==> config.mk <==
export PLATFORM = sky130hd
export DESIGN_NAME = pulse_avg_sched
export DESIGN_NICKNAME = d
export VERILOG_FILES = /design/src/rtl/pulse_avg_sched.sv
export SDC_FILE = /design/constraint.sdc
export NUM_CORES = 1
export LEC_CHECK = 0
export ABC_AREA = 1
export CORE_ASPECT_RATIO = 0.9
export CORE_MARGIN = 5
export CORE_UTILIZATION = 36
export CTS_CLUSTER_DIAMETER = 50
export DETAILED_ROUTE_END_ITERATION = 8
export GPL_TIMING_DRIVEN = 0
export PLACE_DENSITY = 0.67
export SETUP_SLACK_MARGIN = 0.02
export SLEW_MARGIN = 10
export SYNTH_ARGS = -nofsm -noshare
export SYNTH_HDL_FRONTEND = slang
export SYNTH_SLANG_ARGS = --single-unit
==> constraint.sdc <==
create_clock -name ap_clk -period 6.6 [get_ports ap_clk]
set_input_delay 1.32 -clock ap_clk [delete_from_list [all_inputs] [get_ports ap_clk]]
set_output_delay 1.32 -clock ap_clk [all_outputs]
set_load 0.02 [all_outputs]
==> src/rtl/pulse_avg_sched.sv <==
// pulse_avg_sched -- frame scheduler in front of the pulse CIR averager.
// Gates the wrapper stream into the averager in frames of avg_size packets,
// applies new configuration only at frame boundaries (with a soft core reset),
// waits for the averaged result to leave before opening the next frame, and
// keeps status counters for readback.
//
// Optional feature: define PULSE_AVG_SCHED_STATS_EN to implement drop_cnt,
// len_err_cnt and timeout_cnt; otherwise those outputs read as 0.
//
// Ports:
//   ap_clk, ap_rst_n            clock, async active-low reset
//   enable                      run request (level)
//   cfg_stb, cfg_*              config capture strobe and values
//   s_tdata/s_tlast/s_tvalid/s_tready   input stream from wrapper
//   m_tdata/m_tlast/m_tvalid/m_tready   stream to averager
//   mon_tlast/mon_tvalid/mon_tready     taps on averager output handshake
//   core_rst_n                  soft reset to averager (active low)
//   act_*                       active config to averager
//   state, pkt_cnt              FSM state, packets in current frame
//   drop_cnt/len_err_cnt/timeout_cnt    saturating status counters
module pulse_avg_sched #(
  parameter int unsigned RST_CYCLES    = 4,
  parameter int unsigned DRAIN_TIMEOUT = 65535
) (
  input  logic        ap_clk,
  input  logic        ap_rst_n,
  input  logic        enable,
  input  logic        cfg_stb,
  input  logic [15:0] cfg_seq_len,
  input  logic [31:0] cfg_avg_size,
  input  logic [31:0] cfg_threshold,
  input  logic [31:0] s_tdata,
  input  logic        s_tlast,
  input  logic        s_tvalid,
  output logic        s_tready,
  output logic [31:0] m_tdata,
  output logic        m_tlast,
  output logic        m_tvalid,
  input  logic        m_tready,
  input  logic        mon_tlast,
  input  logic        mon_tvalid,
  input  logic        mon_tready,
  output logic        core_rst_n,
  output logic [15:0] act_seq_len,
  output logic [31:0] act_avg_size,
  output logic [31:0] act_threshold,
  output logic [1:0]  state,
  output logic [31:0] pkt_cnt,
  output logic [15:0] drop_cnt,
  output logic [15:0] len_err_cnt,
  output logic [15:0] timeout_cnt
);

  localparam int unsigned LW  = 16;
  localparam int unsigned BW  = LW + 1;  // one extra bit so overlong packets never alias seq_len
  localparam int unsigned RCW = (RST_CYCLES > 1) ? $clog2(RST_CYCLES) : 1;
  localparam int unsigned TW  = (DRAIN_TIMEOUT > 1) ? $clog2(DRAIN_TIMEOUT) : 1;

  typedef enum logic [1:0] {
    ST_IDLE  = 2'd0,
    ST_RESET = 2'd1,
    ST_RUN   = 2'd2,
    ST_DRAIN = 2'd3
  } state_e;

  state_e           state_q, state_d;
  logic             alive_q, alive_d;
  logic [RCW-1:0]   rst_cnt_q, rst_cnt_d;
  logic [BW-1:0]    beat_q, beat_d;
  logic [TW-1:0]    wait_q, wait_d;
  logic [31:0]      pkt_cnt_q, pkt_cnt_d;
  logic             pend_q, pend_d;
  logic [15:0]      pend_seq_len_q, pend_seq_len_d;
  logic [31:0]      pend_avg_size_q, pend_avg_size_d;
  logic [31:0]      pend_threshold_q, pend_threshold_d;
  logic [15:0]      act_seq_len_q, act_seq_len_d;
  logic [31:0]      act_avg_size_q, act_avg_size_d;
  logic [31:0]      act_threshold_q, act_threshold_d;

  logic        run_hs, tlast_hs, at_boundary, frame_done, mon_done;
  logic        wait_expired, rst_first, rst_last;
  logic [31:0] pkt_inc, eff_avg;

  function automatic logic [15:0] sat_inc16(input logic [15:0] v);
    return (v == 16'hFFFF) ? v : v + 16'd1;
  endfunction

  assign run_hs       = (state_q == ST_RUN) && s_tvalid && m_tready;
  assign tlast_hs     = run_hs && s_tlast;
  assign pkt_inc      = (pkt_cnt_q == 32'hFFFF_FFFF) ? pkt_cnt_q : pkt_cnt_q + 32'd1;
  assign eff_avg      = (act_avg_size_q == 32'd0) ? 32'd1 : act_avg_size_q;
  // A beat-0 cycle only counts as a boundary if no first beat is being taken.
  assign at_boundary  = tlast_hs || ((beat_q == '0) && !run_hs);
  assign frame_done   = (tlast_hs ? pkt_inc : pkt_cnt_q) >= eff_avg;
  // An empty frame produces no averaged result, so there is nothing to wait for.
  assign mon_done     = (mon_tvalid && mon_tready && mon_tlast) || (pkt_cnt_q == 32'd0);
  assign wait_expired = (wait_q == TW'(DRAIN_TIMEOUT - 1));
  assign rst_first    = (state_q == ST_RESET) && (rst_cnt_q == '0);
  assign rst_last     = (rst_cnt_q == RCW'(RST_CYCLES - 1));

  // State register
  always_ff @(posedge ap_clk or negedge ap_rst_n) begin
    if (!ap_rst_n) state_q <= ST_IDLE;
    else           state_q <= state_d;
  end

  // Next-state logic
  always_comb begin
    state_d = state_q;
    case (state_q)
      ST_IDLE:  if (enable) state_d = ST_RESET;
      ST_RESET: if (rst_last) state_d = ST_RUN;
      ST_RUN:   if (at_boundary && (frame_done || !enable || pend_q)) state_d = ST_DRAIN;
      ST_DRAIN: begin
        if (mon_done) begin
          if (!enable)     state_d = ST_IDLE;
          else if (pend_q) state_d = ST_RESET;
          else             state_d = ST_RUN;
        end else if (wait_expired) begin
          state_d = enable ? ST_RESET : ST_IDLE;
        end
      end
      default:  state_d = ST_IDLE;
    endcase
  end

  // Output logic: RUN is a zero-latency pass-through; alive_q keeps s_tready
  // and core_rst_n low until the first clock after reset release.
  always_comb begin
    s_tready   = 1'b0;
    m_tvalid   = 1'b0;
    m_tlast    = 1'b0;
    m_tdata    = '0;
    core_rst_n = alive_q;
    case (state_q)
      ST_IDLE:  s_tready = alive_q;
      ST_RESET: core_rst_n = 1'b0;
      ST_RUN: begin
        s_tready = m_tready;
        m_tvalid = s_tvalid;
        m_tlast  = s_tlast;
        m_tdata  = s_tdata;
      end
      default: ;
    endcase
  end

  // Datapath next-state: counters, pending and active configuration
  always_comb begin
    alive_d          = 1'b1;
    rst_cnt_d        = '0;
    beat_d           = '0;
    wait_d           = '0;
    pkt_cnt_d        = pkt_cnt_q;
    pend_d           = pend_q;
    pend_seq_len_d   = pend_seq_len_q;
    pend_avg_size_d  = pend_avg_size_q;
    pend_threshold_d = pend_threshold_q;
    act_seq_len_d    = act_seq_len_q;
    act_avg_size_d   = act_avg_size_q;
    act_threshold_d  = act_threshold_q;

    if (state_q == ST_RESET && !rst_last) rst_cnt_d = rst_cnt_q + RCW'(1);
    if (state_q == ST_DRAIN)              wait_d    = wait_q + TW'(1);

    if (state_q == ST_RUN) begin
      beat_d = beat_q;
      if (run_hs) begin
        if (s_tlast)                beat_d = '0;
        else if (beat_q != '1)      beat_d = beat_q + BW'(1);
      end
    end

    if (rst_first)                                       pkt_cnt_d = '0;
    else if (tlast_hs)                                   pkt_cnt_d = pkt_inc;
    else if (state_q == ST_DRAIN && state_d == ST_RUN)   pkt_cnt_d = '0;

    // A strobe in the first RESET cycle bypasses the pending slot.
    if (rst_first) begin
      if (cfg_stb) begin
        act_seq_len_d   = cfg_seq_len;
        act_avg_size_d  = cfg_avg_size;
        act_threshold_d = cfg_threshold;
      end else if (pend_q) begin
        act_seq_len_d   = pend_seq_len_q;
        act_avg_size_d  = pend_avg_size_q;
        act_threshold_d = pend_threshold_q;
      end
      pend_d = 1'b0;
    end else if (cfg_stb) begin
      pend_d           = 1'b1;
      pend_seq_len_d   = cfg_seq_len;
      pend_avg_size_d  = cfg_avg_size;
      pend_threshold_d = cfg_threshold;
    end
  end

  // Datapath registers
  always_ff @(posedge ap_clk or negedge ap_rst_n) begin
    if (!ap_rst_n) begin
      alive_q          <= 1'b0;
      rst_cnt_q        <= '0;
      beat_q           <= '0;
      wait_q           <= '0;
      pkt_cnt_q        <= '0;
      pend_q           <= 1'b0;
      pend_seq_len_q   <= '0;
      pend_avg_size_q  <= '0;
      pend_threshold_q <= '0;
      act_seq_len_q    <= '0;
      act_avg_size_q   <= 32'd1;
      act_threshold_q  <= '0;
    end else begin
      alive_q          <= alive_d;
      rst_cnt_q        <= rst_cnt_d;
      beat_q           <= beat_d;
      wait_q           <= wait_d;
      pkt_cnt_q        <= pkt_cnt_d;
      pend_q           <= pend_d;
      pend_seq_len_q   <= pend_seq_len_d;
      pend_avg_size_q  <= pend_avg_size_d;
      pend_threshold_q <= pend_threshold_d;
      act_seq_len_q    <= act_seq_len_d;
      act_avg_size_q   <= act_avg_size_d;
      act_threshold_q  <= act_threshold_d;
    end
  end

  assign state         = state_q;
  assign pkt_cnt       = pkt_cnt_q;
  assign act_seq_len   = act_seq_len_q;
  assign act_avg_size  = act_avg_size_q;
  assign act_threshold = act_threshold_q;

`ifdef PULSE_AVG_SCHED_STATS_EN
  logic [15:0] drop_q, drop_d, len_err_q, len_err_d, timeout_q, timeout_d;
  logic        len_bad;

  assign len_bad = (beat_q + BW'(1)) != {1'b0, act_seq_len_q};

  // Status counters
  always_comb begin
    drop_d    = drop_q;
    len_err_d = len_err_q;
    timeout_d = timeout_q;
    if (state_q == ST_IDLE && alive_q && s_tvalid && s_tlast) drop_d = sat_inc16(drop_q);
    if (tlast_hs && len_bad)                                  len_err_d = sat_inc16(len_err_q);
    if (state_q == ST_DRAIN && !mon_done && wait_expired)     timeout_d = sat_inc16(timeout_q);
  end

  always_ff @(posedge ap_clk or negedge ap_rst_n) begin
    if (!ap_rst_n) begin
      drop_q    <= '0;
      len_err_q <= '0;
      timeout_q <= '0;
    end else begin
      drop_q    <= drop_d;
      len_err_q <= len_err_d;
      timeout_q <= timeout_d;
    end
  end

  assign drop_cnt    = drop_q;
  assign len_err_cnt = len_err_q;
  assign timeout_cnt = timeout_q;
`else
  assign drop_cnt    = '0;
  assign len_err_cnt = '0;
  assign timeout_cnt = '0;
`endif

endmodule

==> results.md, run 1 <==
* 1st-iter DRT viols at 774
* Leakage at 8.386 nW
* Dominant register cell in the synthesized netlist: dfrtp_1
* Final non-filler cell area at 17620 um2
* Final Critical Period at 4.514 ns
* Synth area leader: dfrtp_1
* CTS Sinks at 231
* Tot GR Track Use at 20.55%
* Sequential Power Share at 33.1%
* Share of cells above drive strength 1 at 7.592%
* Post-Syn Area per Cell at 7.632 um2
* Post-CTS setup buffer count at 0
* RSZ-0062 raised after global routing: no
* Comb pwr share at 39.0%
* Largest net degree at the start of global routing at 106
* Post-synth EDFFs at 0
* # port buffers at 270
* CTS resizes at 0
* Fin util at 50.16%
* Via count at 12.35k
* Synth Instances at 1685
* Pwr dens at 390.6 nW/um2
* Gr ovfl total at 0
* FF+latch count, synth at 231
* Wire per inst at 16.35 um
* Post-DP Area at 16390 um2
* Max cap viols at 0
* DP HPWL at 32.12 mm
* Die area at 39610 um2
* Seq/Total Area, Yosys at 44.96%
* CP startpoint kind: input pin
* WS Path Type: in2reg
* Pre-antenna DRT Iters at 5
* Std-Cell Rows at 65
* Vias in the first global route at 12.28k
* First-pass GRT wire length at 66.64 mm
* TNS Setup at 0 ns
* Core area at 35130 um2
* Max-slew violations at 0
* Top-count cell post-synth: nand2_1
* Slew HR at 45.35%
* Worst-Skew Late Latency at 0.52 ns
* Cts hold-fix bufs at 0
* Yosys top cell area share at 44.76%
* Number of buffers created by CTS at 36
* NumNets Final at 2205
* Int Pwr at 4.219 mW
* Area grow syn2layout at 37.04%
* P_sw at 2.665 mW
* Async set-or-reset flop fraction in the synthesized netlist at 100.0%
* CTS Buffer Depth at 3
* Sw frac at 38.71%
* Antenna Violating Nets Remaining at 0
* DRC violation count after routing at 0
* Fmax at 0.2215 GHz
* Initial antenna violation count at 10
* Ys Warns at 0
* Initial core utilization at 36.60%
* Post-synth cell types at 46
* Clock Pin Slew Worst Setup and Hold Paths at 0.05 ns
* Synth top cells by count: nand2_1, inv_1, dfrtp_1
* Root Driver: clkbuf_16
* Outcome: completed
* DR vias/cell at 4.867
* Element type at the critical path end: flip-flop
* Worst Path Max Fanout at 10
* CP required at 6.97 ns
* Filler cells at 3392
* Worst Tran Pin Value at 0.8198 ns
* Gp weighted congestion at 0.9401
* Worst Hold Class: reg2reg
* Clk pwr share at 27.9%
* R2R Setup Slk at 2.60 ns
* Netlist Area Pre-Place at 12860 um2
* Worst vdd rail ir drop at 0.2603 mV
* # H-tree levels at 2
* Area contributors post-synth: dfrtp_1, nand2_1, o21ai_0
* Clock skew at 0.02302 ns
* CTS tree: built
* Power after layout at 6.884 mW
* Final setup fails at 0
* Final Hold Fails at 0
* ANT cells at 0
* Fin crit share at 68.40%
* Fin Hold WS at 0.4736 ns
* WL final at 41.47 mm
* Die Y at 189.3 um
* Die W at 209.2 um
* # IOs at 320
* WP data arrival at 4.88 ns
[sequential cells by signal, summed over array words and instances, names as in the netlist]
name              cells
state                 2
pend_avg_size_q      32
act_avg_size         32
pend_seq_len_q       16
pend_q                1
pend_threshold_q     32
alive_q               1
beat_q               17
pkt_cnt              32
rst_cnt_q             2
wait_q               16
act_threshold        32
act_seq_len          16
[worst paths after layout]
kind	from	endpoint	cells past startpoint
worst max register to register	pkt_cnt[0]	pkt_cnt[13]	22
max in group asynchronous	ap_rst_n	act_avg_size[0]	2
worst min-delay path	rst_cnt_q[0]	rst_cnt_q[0]	1
min in group asynchronous	ap_rst_n	pend_threshold_q[4]	1
worst max-delay path	s_tvalid	pkt_cnt[13]	22
worst min register to register	rst_cnt_q[0]	rst_cnt_q[0]	1
[cell usage in the layout, fill, tap and decap left out, drive strengths merged, types with 3 or more instances in the layout]
cell type / count
nand4: 13
dfrtp: 230
inv: 238
buf: 74
clkinvlp: 4
o21ai: 204
conb: 49
nor4: 18
a31oi: 4
nor2: 186
o211ai: 33
ha: 41
o21a: 3
clkinv: 9
nand2: 377
bufinv: 3
clkdlybuf4s50: 269
nor3: 25
xor2: 26
nand3: 51
a21oi: 85
clkbuf: 93
mux2: 9
mux2i: 9
[through the flow]
step,worst slack (ns),instances
after CTS,2.077,2537
final,2.086,2537
after detailed placement,1.552,2473
after global placement,-5.814,2471
after floorplan,2.826,1732
after global routing,1.792,2537
[layer usage]
metal / global-route usage (%) / wire length, um / vias to the layer above
met2: 33.54 / 19060 / 463
met5: 0 / 161 / -
met1: 25.72 / 16820 / 5741
li1: - / - / 6025
met4: 5.897 / 1164 / 20
met3: 7.538 / 4265 / 98
[worst max-delay path: stages]
cell and delay, ns:
clkdlybuf4s50_1 0.45, inv_1 0.06, nor2_4 0.11, nand2_2 0.10, nor2_2 0.16, buf_6 0.17, clkbuf_1 0.38, o21ai_0 0.26
o21ai_0 0.20, ha_1 0.31, a21o_1 0.19, nor2_1 0.10, nand2_1 0.05, nor2_1 0.08, nand2_1 0.08, nand2_1 0.06
nand2_1 0.08, nand2_1 0.10, nand4_2 0.23, buf_6 0.24, nand3_1 0.07, nand2_1 0.06
[layout make-up]
| cell class | instances | area, um2 | area share, % |
|---|---|---|---|
| Buffer | 119 | 675.6 | 3.834 |
| Clock buffer | 45 | 1017 | 5.772 |
| Clock inverter | 19 | 220.2 | 1.250 |
| Inverter | 235 | 882.1 | 5.005 |
| Multi-Input combinational cell | 1147 | 5697 | 32.33 |
| Sequential cell | 231 | 5782 | 32.81 |
| Tap cell | 469 | 586.8 | 3.330 |
| Timing Repair Buffer | 272 | 2763 | 15.68 |
[cell families after synthesis]
group | after synthesis | share of synthesized area [%]
compound gates | 338 | 14.14
other cells | 2 | 0.05840
mux | 18 | 1.489
flops | 231 | 44.96
xor+xnor | 27 | 1.839
fa+ha+maj | 41 | 3.989
buf+inv | 354 | 12.11
simple gates | 674 | 21.41
[power groups by stage]
stage	clock, mW	combinational [mW]	sequential (mW)
finish	1.92	2.69	2.28
floorplan	0	1.23	2.49
CTS	1.96	2.72	2.27
global placement	0	2.65	2.28
detailed placement	0	2.71	2.28
global route	2.03	2.98	2.34
Power figures use the tool's default switching activity.
==> run 2, diff against run 1 <==
--- a/config.mk
+++ b/config.mk
@@ -12,7 +12,7 @@
 export CTS_CLUSTER_DIAMETER = 50
 export DETAILED_ROUTE_END_ITERATION = 8
 export GPL_TIMING_DRIVEN = 0
-export PLACE_DENSITY = 0.67
+export PLACE_DENSITY = 0.69
 export SETUP_SLACK_MARGIN = 0.02
 export SLEW_MARGIN = 10
 export SYNTH_ARGS = -nofsm -noshare
==> constraint.sdc (replaced) <==
create_clock -name ap_clk -period 3.8 [get_ports ap_clk]
set_input_delay 0.76 -clock ap_clk [delete_from_list [all_inputs] [get_ports ap_clk]]
set_output_delay 0.76 -clock ap_clk [all_outputs]
set_load 0.02 [all_outputs]
==> run 2 against run 1 <==
Sequential share of layout area is 0.59 points lower. Wire length up 1.1%. Combinational power is 76% higher. Setup slack worse by 1.9 ns. Clock power increased by 55%. Highest routed layer unchanged. Core utilization up 1.1 points.
==> results.md, run 2 (synthesis results as in run 1) <==
* CP startpoint kind: flip-flop
* CP required at 4.23 ns
* Crit path cell chain: buf_6 > nand3_4 > nor2_4 > nand2_4 > nor2_4 > inv_4 > nor2_4 > nand2_1 > xor2_1 > o21ai_2 > o21ai_2 > ha_1 > nand2_2 > nor2_2 > nand4_1 > buf_4 > nor3_1 > nor2_1 > nand2_1 > nand2_2 > nand4_4 > buf_2 > nand3_1 > nand2_1
* Int Pwr at 7.063 mW
* Fin util at 51.29%
* # port buffers at 270
* Root Driver: clkbuf_16
* Vias in the first global route at 12.27k
* Cts hold-fix bufs at 0
* Slew HR at 50.90%
* Clock Pin Slew Worst Setup and Hold Paths at 0.06 ns
* Worst Hold Class: in2async
* Share of cells above drive strength 1 at 11.78%
* Gp weighted congestion at 0.9741
* Wire per inst at 16.35 um
* Comb pwr share at 40.6%
* # IOs at 320
* Final Critical Period at 3.629 ns
* Worst Tran Pin Value at 0.7365 ns
* First-pass GRT wire length at 65.23 mm
* Clock skew at 0.01849 ns
* Commonest non-fill, non-tap cell in the layout: nand2_1
* Crit-path max cell delay at 0.44 ns
* CTS tree: built
* Initial antenna violation count at 7
* Die area at 39610 um2
* Initial core utilization at 36.60%
* Die Y at 189.3 um
* Fin Hold WS at 0.1795 ns
* # H-tree levels at 2
* NumNets Final at 2235
* Leakage at 8.566 nW
* 1st-iter DRT viols at 750
* Cells after DPL at 2473
* ANT cells at 0
* Critical path's top delay family: simple AND/OR/NAND/NOR gates
* Critical Path Slowest Stage Cell: dfrtp_2
* Max cap viols at 0
* Number of buffers created by CTS at 34
* Fin crit share at 95.51%
* CTS Buffer Depth at 3
* Most frequent cells in the layout: nand2_1, clkdlybuf4s50_1, inv_1
* Final Hold Fails at 0
* Filler cells at 3336
* Sw frac at 39.53%
* Largest net degree at the start of global routing at 92
* CTS Sinks at 231
* Worst-Skew Late Latency at 0.50 ns
* Pre-antenna DRT Iters at 6
* Sequential Power Share at 33.9%
* DR vias/cell at 4.871
* Worst vdd rail ir drop at 0.4297 mV
* Tot GR Track Use at 20.04%
* WS Path Type: reg2reg
* Worst Path Max Fanout at 8
* Element type at the critical path end: flip-flop
* DP HPWL at 31.62 mm
* Antenna Violating Nets Remaining at 0
* WL final at 41.94 mm
* Gr ovfl total at 0
* Pwr dens at 648.1 nW/um2
* Via count at 12.50k
* Max-slew violations at 0
* Std-Cell Rows at 65
* Clk pwr share at 25.5%
* Fmax at 0.2755 GHz
* Outcome: completed
* WP data arrival at 4.06 ns
* Final setup fails at 0
* Area grow syn2layout at 40.13%
* DRC violation count after routing at 0
* P_sw at 4.617 mW
* Final Non-Filler Cells at 2566
* Die W at 209.2 um
* Core area at 35130 um2
* Worst path bufs/invs at 4
==> run 2: final timing paths <==
| kind | from | depth (start not counted) | slack, ns | end |
|---|---|---|---|---|
| setup reg to reg | pkt_cnt[0] | 24 | 0.17 | pkt_cnt[17] |
| min in group ap_clk | wait_q[15] | 1 | 0.48 | wait_q[15] |
| hold / removal | ap_rst_n | 1 | 0.18 | pend_threshold_q[5] |
| setup / recovery | pkt_cnt[0] | 24 | 0.17 | pkt_cnt[17] |
| hold reg to reg | wait_q[15] | 1 | 0.48 | wait_q[15] |
| max in group asynchronous | ap_rst_n | 2 | 2.73 | pend_threshold_q[25] |
==> run 2: power by group through the flow <==
stage | Combinational, mW | Clock [mW] | Sequential, mW
2_1_floorplan | 2.14 | 0 | 4.32
3_3_place_gp | 4.59 | 0 | 3.96
3_5_place_dp | 4.69 | 0 | 3.97
4_1_cts | 4.72 | 3.05 | 3.95
5_1_grt | 5.24 | 3.16 | 4.05
6_report | 4.74 | 2.98 | 3.96
==> run 2: repair_timing <==
| item | 4_1_cts | 5_1_grt |
|---|---|---|
| pin swaps | 3 | 24 |
| gates cloned | 0 | 4 |
| gates resized for setup | 17 | 106 |
| endpoints found under the setup margin | 32 | 33 |
| buffers inserted | 3 | 25 |
==> run 2: cell type report <==
| type | count | area [um2] | area share (%) |
|---|---|---|---|
| plain buffers | 119 | 716.9 | 3.978 |
| clock buffers | 43 | 924.6 | 5.131 |
| clock inverters | 18 | 153.9 | 0.8540 |
| inverters | 235 | 893.4 | 4.957 |
| multi-input cells | 1147 | 5903 | 32.76 |
| flip-flops and latches | 231 | 5806 | 32.22 |
| well taps | 469 | 586.8 | 3.256 |
| repair buffers | 304 | 3037 | 16.85 |
==> run 2: worst register-to-register path: stages, from the launching register on <==
cell,delay (ns)
dfrtp_2,0.44
buf_6,0.13
nand3_4,0.09
nor2_4,0.15
nand2_4,0.09
nor2_4,0.15
inv_4,0.07
nor2_4,0.13
nand2_1,0.07
xor2_1,0.16
o21ai_2,0.21
o21ai_2,0.09
ha_1,0.32
nand2_2,0.07
nor2_2,0.12
nand4_1,0.15
buf_4,0.17
nor3_1,0.16
nor2_1,0.06
nand2_1,0.11
nand2_2,0.09
nand4_4,0.18
buf_2,0.21
nand3_1,0.07
nand2_1,0.07
==> run 2: layer usage <==
layer	track usage, %	up-vias	routed length (um)
met1	24.96	5808	17040
li1	-	6098	-
met5	0	-	103
met4	6.374	14	1422
met3	6.677	101	3809
met2	33.04	478	19570
==> run 2: stage by stage <==
stage	cell area [um2]	worst slack [ns]	power [mW]	setup TNS [ns]
3_5_place_dp	16390	-0.8573	8.654	-25.27
4_1_cts	17530	0.02098	11.72	0
2_1_floorplan	13040	0.5754	6.464	0
3_3_place_gp	16330	-7.907	8.548	-1843.97
5_1_grt	18020	-0.03843	12.45	-0.3822
6_report	18020	0.1706	11.68	0
